<file path="src/rtl/serial_alu.sv">
// Bit-serial ALU: one 1-bit slice per clock over WIDTH clocks, with a start/busy/done handshake.
// Supports AND, OR, ADD, SLT and XOR with optional operand inversion and carry-in.
module serial_alu #(
  parameter int unsigned WIDTH = 24
) (
  input  logic             Clock,
  input  logic             Reset,
  input  logic             Start,
  input  logic [WIDTH-1:0] A,
  input  logic [WIDTH-1:0] B,
  input  logic             AInvert,
  input  logic             BInvert,
  input  logic             CIN,
  input  logic [2:0]       Op,
  output logic [WIDTH-1:0] Result,
  output logic             CarryOut,
  output logic             Overflow,
  output logic             Zero,
  output logic             Busy,
  output logic             Done
);

  localparam int unsigned CW = $clog2(WIDTH);

  typedef enum logic [1:0] {IDLE, RUN, DONE} state_t;

  state_t           state;
  logic [WIDTH-1:0] a_sh, b_sh, res_sh;
  logic             ainv, binv, carry;
  logic [2:0]       op;
  logic [CW-1:0]    cnt;

  logic             ma, mb, sum, cnext, slice, arith, ovf, last;
  logic [WIDTH-1:0] res_next, final_res;

  always_comb begin
    ma    = a_sh[0] ^ ainv;
    mb    = b_sh[0] ^ binv;
    sum   = ma ^ mb ^ carry;
    cnext = (ma & mb) | (ma & carry) | (mb & carry);
    case (op)
      3'd0:    slice = ma & mb;
      3'd1:    slice = ma | mb;
      3'd2:    slice = sum;
      3'd4:    slice = ma ^ mb;
      default: slice = 1'b0;
    endcase
    res_next = {slice, res_sh[WIDTH-1:1]};
    arith    = (op == 3'd2) || (op == 3'd3);
    // carry still holds the carry into the MSB slice on the last step
    ovf      = carry ^ cnext;
    last     = (cnt == CW'(WIDTH - 1));
    final_res = res_next;
    if (op == 3'd3) final_res[0] = sum ^ ovf;
  end

  always_ff @(posedge Clock) begin
    if (!Reset) begin
      state    <= IDLE;
      a_sh     <= '0;
      b_sh     <= '0;
      res_sh   <= '0;
      ainv     <= 1'b0;
      binv     <= 1'b0;
      carry    <= 1'b0;
      op       <= '0;
      cnt      <= '0;
      Result   <= '0;
      CarryOut <= 1'b0;
      Overflow <= 1'b0;
      Zero     <= 1'b1;
      Busy     <= 1'b0;
      Done     <= 1'b0;
    end else begin
      unique case (state)
        IDLE, DONE: begin
          Done <= 1'b0;
          if (Start) begin
            a_sh   <= A;
            b_sh   <= B;
            res_sh <= '0;
            ainv   <= AInvert;
            binv   <= BInvert;
            carry  <= CIN;
            op     <= Op;
            cnt    <= '0;
            Busy   <= 1'b1;
            state  <= RUN;
          end else begin
            state  <= IDLE;
          end
        end
        RUN: begin
          a_sh   <= a_sh >> 1;
          b_sh   <= b_sh >> 1;
          res_sh <= res_next;
          carry  <= cnext;
          if (last) begin
            cnt      <= '0;
            Result   <= final_res;
            CarryOut <= arith & cnext;
            Overflow <= arith & ovf;
            Zero     <= (final_res == '0);
            Busy     <= 1'b0;
            Done     <= 1'b1;
            state    <= DONE;
          end else begin
            cnt <= cnt + 1'b1;
          end
        end
        default: state <= IDLE;
      endcase
    end
  end

endmodule

</file>
<file path="config.mk">
export PLATFORM = sky130hd
export DESIGN_NAME = serial_alu
export DESIGN_NICKNAME = d
export VERILOG_FILES = /design/src/rtl/serial_alu.sv
export SDC_FILE = /design/constraint.sdc
export NUM_CORES = 1
export LEC_CHECK = 0
export BUFFER_PORTS_ARGS = -buffer_cell sky130_fd_sc_hd__buf_2
export CORE_MARGIN = 2
export CORE_UTILIZATION = 47
export DETAILED_ROUTE_END_ITERATION = 6
export PLACE_DENSITY = 0.69
export SKIP_CTS_REPAIR_TIMING = 1
export SYNTH_ARGS = -nofsm -noshare
export SYNTH_HDL_FRONTEND = slang
export SYNTH_SLANG_ARGS = --single-unit
</file>
<file path="constraint.sdc">
create_clock -name Clock -period 2.58 [get_ports Clock]
set_clock_uncertainty 0.2 [all_clocks]
set_input_delay 0.258 -clock Clock [delete_from_list [all_inputs] [get_ports Clock]]
set_output_delay 0.258 -clock Clock [all_outputs]
set_load 0.02 [all_outputs]
</file>
[Word-level counts from Yosys, hierarchy flattened]
Index checks and enable logic that the tools add are counted.
Storage, ports and cells
  output and inout port bits: 29
  flip-flop bits (word level): 114
Operators by class
  mux-type cells: 21
  $add $sub $neg: 1
  bitwise operators: 14
  reduce and logical (&&, ||, !) cells: 11
  equal/unequal tests: 9
Operators by type and width (number)
  $pmux W24 S2: 3
  $mux W24: 3
  $logic_not A24 Y1: 1
  $mux W5: 2
  $pmux W5 S2: 1
  $reduce_and A2 Y1: 4
  $eq A3 B2 Y1 const B: 2
  $mux W1: 6
  $pmux W1 S2: 3
  $xor A1 B1 Y1: 6
  $add A5 B1 Y5 const B: 1
  $and A1 B1 Y1: 5
  $eq A5 B5 Y1 const B: 1
  $ne A2 B2 Y1 const B: 2
  $pmux W1 S4: 1
  $pmux W2 S2: 1
  $eq A3 B1 Y1 const B: 1
  $eq A3 B3 Y1 const B: 1
  $logic_not A3 Y1: 1
  $or A1 B1 Y1: 3
  $reduce_and A3 Y1: 1
  $eq A2 B1 Y1 const B: 1
  $eq A2 B2 Y1 const B: 1
  $logic_not A2 Y1: 1
  other kinds (4): 4

[Depth between registers and ports, before layout]
Gate-level depths: netlist of run 1.
  word-level depth: 8
  depth in mapped cells: 8

[Worst setup path after synthesis of run 1]
OpenSTA, ideal clock, no wires.
  path type: register to register
  start: register b_sh[0]
  end: register Zero
  period minus slack after synthesis: 2027 ps
  required time: 2264 ps
  library setup time: 116 ps
  setup slack: 553 ps
  stages on the path, launching flop included: 8
  arrival time: 1711 ps
  path through: dfxtp_1 -> xor2_1 -> ha_1 -> xnor2_1 -> a211oi_1 -> a2bb2oi_1 -> inv_1 -> a31o_1
Between the ends
  word-level cells in the longest chain between the ends: 8
  elaborated cells between the ends (all ways): 13
  classes of those cells: mux: 2; bitwise: 10; reduce/logical: 1
RTL lines
  start: declaration: RTL line 28  | logic [WIDTH-1:0] a_sh, b_sh, res_sh;
  start signal: assignment: RTL line 95  | b_sh <= b_sh >> 1;
  $xor A1 B1 Y1 (*): RTL line 38  | mb = b_sh[0] ^ binv;
  $and A1 B1 Y1: RTL line 40, 42
  $or A1 B1 Y1 (2 in a row): RTL line 40  | cnext = (ma & mb) | (ma & carry) | (mb & carry);
  $xor A1 B1 Y1: RTL line 51  | ovf = carry ^ cnext;
  $xor A1 B1 Y1: RTL line 54  | if (op == 3'd3) final_res[0] = sum ^ ovf;
  $mux W1: RTL line 54
  $logic_not A24 Y1 (*): RTL line 103  | Zero <= (final_res == '0);
  end signal: assignment: RTL line 103
  end: declaration: RTL line 18  | output logic Zero,
Every way passes the cells marked *; elsewhere a longest branch is shown, timed or not.
A chain may end at the register's enable or synchronous reset.

[Final worst setup path of run 1]
  start: register ainv
  end: register Zero
Between the ends
  word-level cells in the longest chain between the ends: 8
  elaborated cells between the ends (all ways): 13
  classes of those cells: mux: 2; bitwise: 10; reduce/logical: 1
RTL lines
  start: declaration: RTL line 29  | logic ainv, binv, carry;
  start signal: assignment: RTL line 82  | ainv <= AInvert;
  $xor A1 B1 Y1 (*): RTL line 37  | ma = a_sh[0] ^ ainv;
  $and A1 B1 Y1, on equally long branches: RTL line 40, 42
  $or A1 B1 Y1 (2 in a row): RTL line 40
  $xor A1 B1 Y1: RTL line 51
  $xor A1 B1 Y1: RTL line 54
  $mux W1: RTL line 54
  $logic_not A24 Y1 (*): RTL line 103
Marks and branches as above.

==> metrics.md, run 1 <==
| Metric | Value |
|---|---|
| Async set or reset register ratio after synthesis | 0% |
| Maxcap violations | 0 |
| Most repeated cell in the gate-level netlist after synthesis | dfxtp_1 |
| HPWL Detailed | 6.14 mm |
| Clk_lat worst skew | ~500 ps |
| Synth cell types | 40 |
| Internal power | 0.00365 W |
| TNS Setup | 0 ps |
| Die ar. | between 0.01 and 0.015 sq mm |
| Gate power share | 10.1% |
| IO buf count | between 80 and 90 |
| #FFs+latches synth | around 110 |
| Initial drt markers | 263 |
| CTS tree | yes |
| Cell area power density | between 700 and 800 mW/mm^2 |
| CP Launch Type | flip-flop |
| Syn_nets | approximately 570 |
| DR WL/cell | around 13 um |
| Largest net degree at the start of global routing | just under 80 |
| CP required | 2760 ps |
| Inserted Diodes | 0 |
| DIE WIDTH | approximately 100 um |
| Part of the cycle the worst path needs | 85.8% |
| Part of the power in registers | 40.0% |
| Max incr delay on CP | around 340 ps |
| Cell family with most CP delay | compound AO/OA/AOI/OAI gates |
| Die Y | around 100 um |
| Layout cells sized above 1 | 20.4% |
| Initial Util | 48.5% |
| Post-synth EDFFs | 0 |
| Dominant cells by area after synthesis | dfxtp_1, o221ai_1, nor2_1, nand2_1, nor2b_1 |
| Io pins | between 80 and 90 |
| Gpl congestion | 0.781 |
| Synthesized cell area | between 0.004 and 0.005 sq mm |
| Post-route ant nets | 0 |
| Overall power | between 0.004 and 0.005 W |
| Layout area overhead | 37.1% |
| YS warnings | 0 |
| Row cnt | 35 |
| Max-slew headroom | roughly 67% |
| Clock Power Share | roughly half |
| Critical path cell sequence | xor2_1, ha_1, xnor2_1, a211oi_1, a2bb2oi_1, inv_1, a31o_1 |
| Main flop type after synthesis | dfxtp_1 |
| Num CTS Buffers | 17 |
| Clock Path Buffers | 2 |
| Final setup viols | 0 |
| Total Routing Usage GR | between 10% and 20% |
| Post-Synthesis Cells | 514 |
| Main combinational cell family by area after synthesis | simple AND/OR/NAND/NOR gates |
| Static Leakage | 2.49 nW |
| Initial antenna violation count | 0 |
| Crit path buffers/inverters | 1 |
| Post-Route WL | between 10 and 15 mm |
| Vias/cell | roughly 5.2 |
| Peak fanout along the critical path | 5 |
| CP max stage cell | dfxtp_1 |
| Sw frac | a little under a quarter |
| Cell taking the most area after synthesis | dfxtp_1 |
| Adder-cell share of the synthesized area | 0.556% |
| Synthesized area per cell | about 8.8 sq um |
| Slew @ Worst Pin | approximately 500 ps |
| Mux cell area share after synthesis | less than 1% |
| NetSw | approximately 0.0011 W |
| Synth Area in Compound Gates | between 20% and 30% |
| Fillers | approximately 750 |
| CP arrival | roughly 2400 ps |
| FMAX | 0.452 GHz |
| DR vias | ~4,100 |
| Final hold vios | 0 |
| Minimum clock period | around 2200 ps |
| Core ar. | ~0.0093 sq mm |
| Sink Count | roughly 110 |
| Share of the synthesized area in the top cell type | around half |
| Crit end category | flip-flop |
| Vias in the first global route | 3,374 |
| Slew Viols, Final | 0 |
| VDD IR max | about 500 uV |
| Hold Slack | slightly above 70 ps |
| Status | completed |
| Synth Area in Simple Gates | a little under a quarter |
| CTS root buffer | clkbuf_8 |
| Min-Delay Path Class | input port to flip-flop |
| Synth Area in XOR/XNOR | 0.584% |
| Clock slew at reported path FFs | approximately 50 ps |
| Crit path kind | flip-flop to flip-flop |
| RSZ-0062 raised after global routing | false |
| H-tree Lvls | 4 |
| First-pass GRT wire length | roughly 16 mm |
| GR Overflow Total | 0 |
| Final nets | 700 |
| Synth top cells by count | dfxtp_1, nor2_1, nand2_1 |
| DRC errors left | 0 |
| Register area share after synthesis | between 50% and 60% |
| DRT Pass-1 Iters | 5 |
==> cells by family after synthesis <==
| logic type | count (synthesis) |
|---|---|
| compound gates | 124 |
| xor+xnor | 3 |
| fa+ha+maj | 2 |
| buf+inv | 46 |
| flops | 113 |
| mux | 2 |
| simple gates | 224 |
==> through the flow <==
step / setup slack (ps) / instance area, sq um / utilization, % / instances
2_1_floorplan: 553 / 4500 / - / 514
3_3_place_gp: 450 / 5020 / 54.0 / 697
3_5_place_dp: 380 / 5020 / 54.0 / 697
4_1_cts: 354 / 5630 / 60.6 / 728
5_1_grt: 218 / 6170 / 66.5 / 782
6_report: 368 / 6170 / 66.5 / 782
==> cell usage in the layout, fill, tap and decap left out, types with 4 or more instances in the layout <==
master	instances
nor2b_1	31
nor4_1	5
o21ai_0	11
and2_1	6
clkbuf_8	6
buf_2	85
dfxtp_1	113
a21boi_1	4
a21boi_0	26
a22oi_1	26
nand2_1	67
o221ai_1	46
clkbuf_16	16
dlygate4sd3_1	54
nor2_1	96
buf_4	11
a21oi_1	4
==> cell type report <==
type / instances / area, sq um / share of cell area, %
timing repair buffer: 151 / 1070 / 17.3
tap: 129 / 161 / 2.62
clock buffer: 23 / 487 / 7.89
sequential: 113 / 2260 / 36.7
multi-input combinational: 355 / 2050 / 33.3
inverter: 3 / 11.3 / 0.183
clock inverter: 8 / 126 / 2.05
==> worst paths after layout <==
kind / from / endpoint / slack, ps / depth (start not counted)
setup / recovery: ainv$_SDFFE_PN0P_ / Zero$_SDFFE_PN1P_ / 370 / 7
hold / removal: Reset / Result[11]$_SDFFE_PN0P_ / 70 / 3
setup reg to reg: ainv$_SDFFE_PN0P_ / Zero$_SDFFE_PN1P_ / 370 / 7
hold reg to reg: Result[10]$_SDFFE_PN0P_ / Result[10]$_SDFFE_PN0P_ / 250 / 2
==> tightest hold or removal path, stage by stage <==
cell      delay, ps
buf_2           120
buf_12          190
a21boi_0        150
==> power groups by stage <==
stage	logic [W]	registers (W)	clock network, W
2_1_floorplan	0.000300	0.00191	0
3_3_place_gp	0.000395	0.00192	0
3_5_place_dp	0.000406	0.00192	0
4_1_cts	0.000409	0.00189	0.00240
5_1_grt	0.000531	0.00190	0.00249
6_report	0.000477	0.00189	0.00236
==> routing by layer <==
layer / vias up / GRT usage, % / wire length (um)
li1: 2066 / - / -
met1: 1890 / 24.1 / 4670
met2: 94 / 29.4 / 5160
met3: 8 / 6.43 / 432
met4: 0 / 7.28 / 90
met5: - / 0 / 0
==> flip-flops by register name (all words and copies together), names as in the netlist <==
signal and count:
cnt 5, Done 1, state 2, ainv 1, Busy 1, Zero 1, Result 24, CarryOut 1
Overflow 1, carry 1, b_sh 24, a_sh 24, binv 1, res_sh 23, op 3
(Power assumes the default switching activity.)
==> run 2: changes to the inputs <==
--- a/config.mk
+++ b/config.mk
@@ -9,7 +9,7 @@
 export CORE_MARGIN = 2
 export CORE_UTILIZATION = 47
 export DETAILED_ROUTE_END_ITERATION = 6
-export PLACE_DENSITY = 0.69
+export PLACE_DENSITY = 0.72
 export SKIP_CTS_REPAIR_TIMING = 1
 export SYNTH_ARGS = -nofsm -noshare
 export SYNTH_HDL_FRONTEND = slang
==> constraint.sdc (replaced) <==
create_clock -name Clock -period 1.88 [get_ports Clock]
set_clock_uncertainty 0.2 [all_clocks]
set_input_delay 0.188 -clock Clock [delete_from_list [all_inputs] [get_ports Clock]]
set_output_delay 0.188 -clock Clock [all_outputs]
set_load 0.02 [all_outputs]
==> run 2 against run 1 <==
  * The flow now finishes with violations (setup timing)
  * Critical path depth did not move
  * Worst hold slack got worse by 65 ps
  * First-iteration DRC count is 26% lower
  * Clock power is 46% higher
  * Count of clock-buffer cells in the layout fell by 1
  * Power increased by 44%
  * Register-to-register slack worse by 420 ps
  * Fmax up 14%
==> metrics.md, run 2 (synthesis results as in run 1) <==
| Metric | Value |
|---|---|
| Status | finished, violations left |
| Failing checks | setup timing |
| Most Crowded Layer GR | met2 |
| Core Util, Final | just under 70% |
| Final nets | 718 |
| Max-slew headroom | between 70 and 80% |
| TNS Setup | -56.1 ps |
| Min-Delay Path Class | input port to flip-flop |
| Crit end category | flip-flop |
| DR vias | 4,278 |
| Crit path launch | a_sh[0]$_SDFFE_PN0P_ |
| Final hold vios | 0 |
| Cell area power density | between 1000 and 1500 mW/mm^2 |
| Maxcap violations | 0 |
| Die Y | slightly above 100 um |
| Num CTS Buffers | 17 |
| R2r setup slk | -60 ps |
| Initial drt markers | ~200 |
| Vias in the first global route | around 3,700 |
| Met3 usage in global routing | roughly 7.4% |
| H-tree Lvls | 4 |
| Max incr delay on CP | ~360 ps |
| Core ar. | a little over 0.009 sq mm |
| Reg2Reg Depth | 7 |
| DIE WIDTH | slightly above 100 um |
| Layout cells sized above 1 | roughly 24% |
| Overall power | between 0.006 and 0.007 W |
| Io pins | 86 |
| CP max stage cell | dfxtp_4 |
| Static Leakage | ~2.6 nW |
| Crit path kind | flip-flop to flip-flop |
| Hold Path Depth | 5 |
| Most frequent cells in the layout | dfxtp_1, nor2_1, buf_2, nand2_1, dlygate4sd3_1 |
| CP arrival | roughly 2100 ps |
| Slew Viols, Final | 0 |
| Initial Util | roughly half |
| CP Launch Type | flip-flop |
| Vias/cell | about 5.3 |
| RSZ-0062 raised after global routing | true |
| Clock Path Buffers | 2 |
| Clock slew at reported path FFs | 50 ps |
| Slew @ Worst Pin | around 380 ps |
| CTS root buffer | clkbuf_8 |
| Clk_lat worst skew | 510 ps |
| Post-Route WL | approximately 12 mm |
| First-pass GRT wire length | between 15 and 20 mm |
| Critical path cell sequence | xor2_4, ha_4, xnor2_1, a211oi_2, a2bb2oi_2, inv_1, a31o_1 |
| DRC errors left | 0 |
| Hold Slack | 5.81 ps |
| Cell family with most CP delay | compound AO/OA/AOI/OAI gates |
| Final WS setup | -56.1 ps |
| Most common cell after layout, fill and taps aside | dfxtp_1 |
| Fillers | approximately 710 |
| Largest regs | Result (24), a_sh (24), b_sh (24) |
| Sink Count | approximately 110 |
| Met1 Use GR | about 24% |
| DR WL/cell | roughly 15 um |
| Crit path buffers/inverters | 1 |
| VDD IR max | between 700 and 800 uV |
| GR Overflow Total | 0 |
| HPWL Detailed | between 6 and 7 mm |
| Worst r2r dst | Zero$_SDFFE_PN1P_ |
| Largest net degree at the start of global routing | 51 |
| Layout area overhead | 43.3% |
| Minimum clock period | between 1500 and 2000 ps |
| Met2 GRT Util | 34.0% |
| IO buf count | 85 |
| Post-route ant nets | 0 |
| Peak fanout along the critical path | 4 |
| Instance count on the critical path | 7 |
| Total Routing Usage GR | between 20% and 30% |
| Gpl congestion | roughly 0.9 |
| Setup crit end | Zero$_SDFFE_PN1P_ |
| CP required | roughly 2100 ps |
| Worst r2r src | a_sh[0]$_SDFFE_PN0P_ |
| Initial antenna violation count | 0 |
| Final setup viols | 1 |
| Row cnt | 35 |
| Part of the cycle the worst path needs | 103% |
| FMAX | slightly above 0.5 GHz |
| Die ar. | 0.0104 sq mm |
| CTS tree | yes |
| Pre-CTS setup slack | -140 ps |
| DRT Pass-1 Iters | 5 |
| Inserted Diodes | 0 |
run 2: cell count changes in the layout (fill, tap and decap cells not counted), sizes merged:
cell	delta
buf	+17
bufinv	+2
clkbuf	-1
clkinv	+2
clkinvlp	-2
dlygate4sd3	+1
run 2: how the worst min path moves through the flow:
stage,startpoint,to
2_1_floorplan,AInvert,ainv$_SDFFE_PN0P_
3_3_place_gp,Result[10]$_SDFFE_PN0P_,Result[10]$_SDFFE_PN0P_
3_5_place_dp,Result[10]$_SDFFE_PN0P_,Result[10]$_SDFFE_PN0P_
4_1_cts,Op[0],op[0]$_SDFFE_PN0P_
5_1_grt,Start,binv$_SDFFE_PN0P_
6_report,Start,ainv$_SDFFE_PN0P_
run 2: cell type report:
| class | count | area (sq um) | area share [%] |
|---|---|---|---|
| Sequential cell | 113 | 2270 | 35.2 |
| Clock buffer | 22 | 453 | 7.03 |
| Inverter | 3 | 11.3 | 0.175 |
| Multi-Input combinational cell | 355 | 2130 | 33.1 |
| Tap cell | 129 | 161 | 2.50 |
| Clock inverter | 10 | 181 | 2.81 |
| Timing Repair Buffer | 169 | 1240 | 19.2 |
run 2: per-stage QoR:
stage / instance area [sq um] / std cells
global placement: 5180 / 713
global route: 6450 / 801
finish: 6450 / 801
detailed placement: 5180 / 713
floorplan: 4520 / 514
CTS: 5820 / 745
run 2: worst register-to-register path: cells and delay by family (launching register included):
family / cells / cell delay [ps]
buffers and inverters: 1 / 60
AOI/OAI and AO/OA: 3 / 610
adders and majority gates: 1 / 270
xor gates and xnor gates: 2 / 340
DFF: 1 / 360
run 2: where the power goes:
group | leakage [nW] | switching [W] | internal (W)
Sequential | 0.925 | 0.0000839 | 0.00252
Clock | 0.309 | 0.00109 | 0.00235
Combinational | 1.38 | 0.000400 | 0.000381
Total | 2.61 | 0.00157 | 0.00525
run 2: routing by layer:
metal  vias to the layer above  routed length (um)
met5                         -                   0
met4                         0                 273
met3                        25                 661
met2                       156                6090
met1                      1997                4940
li1                       2100                   -
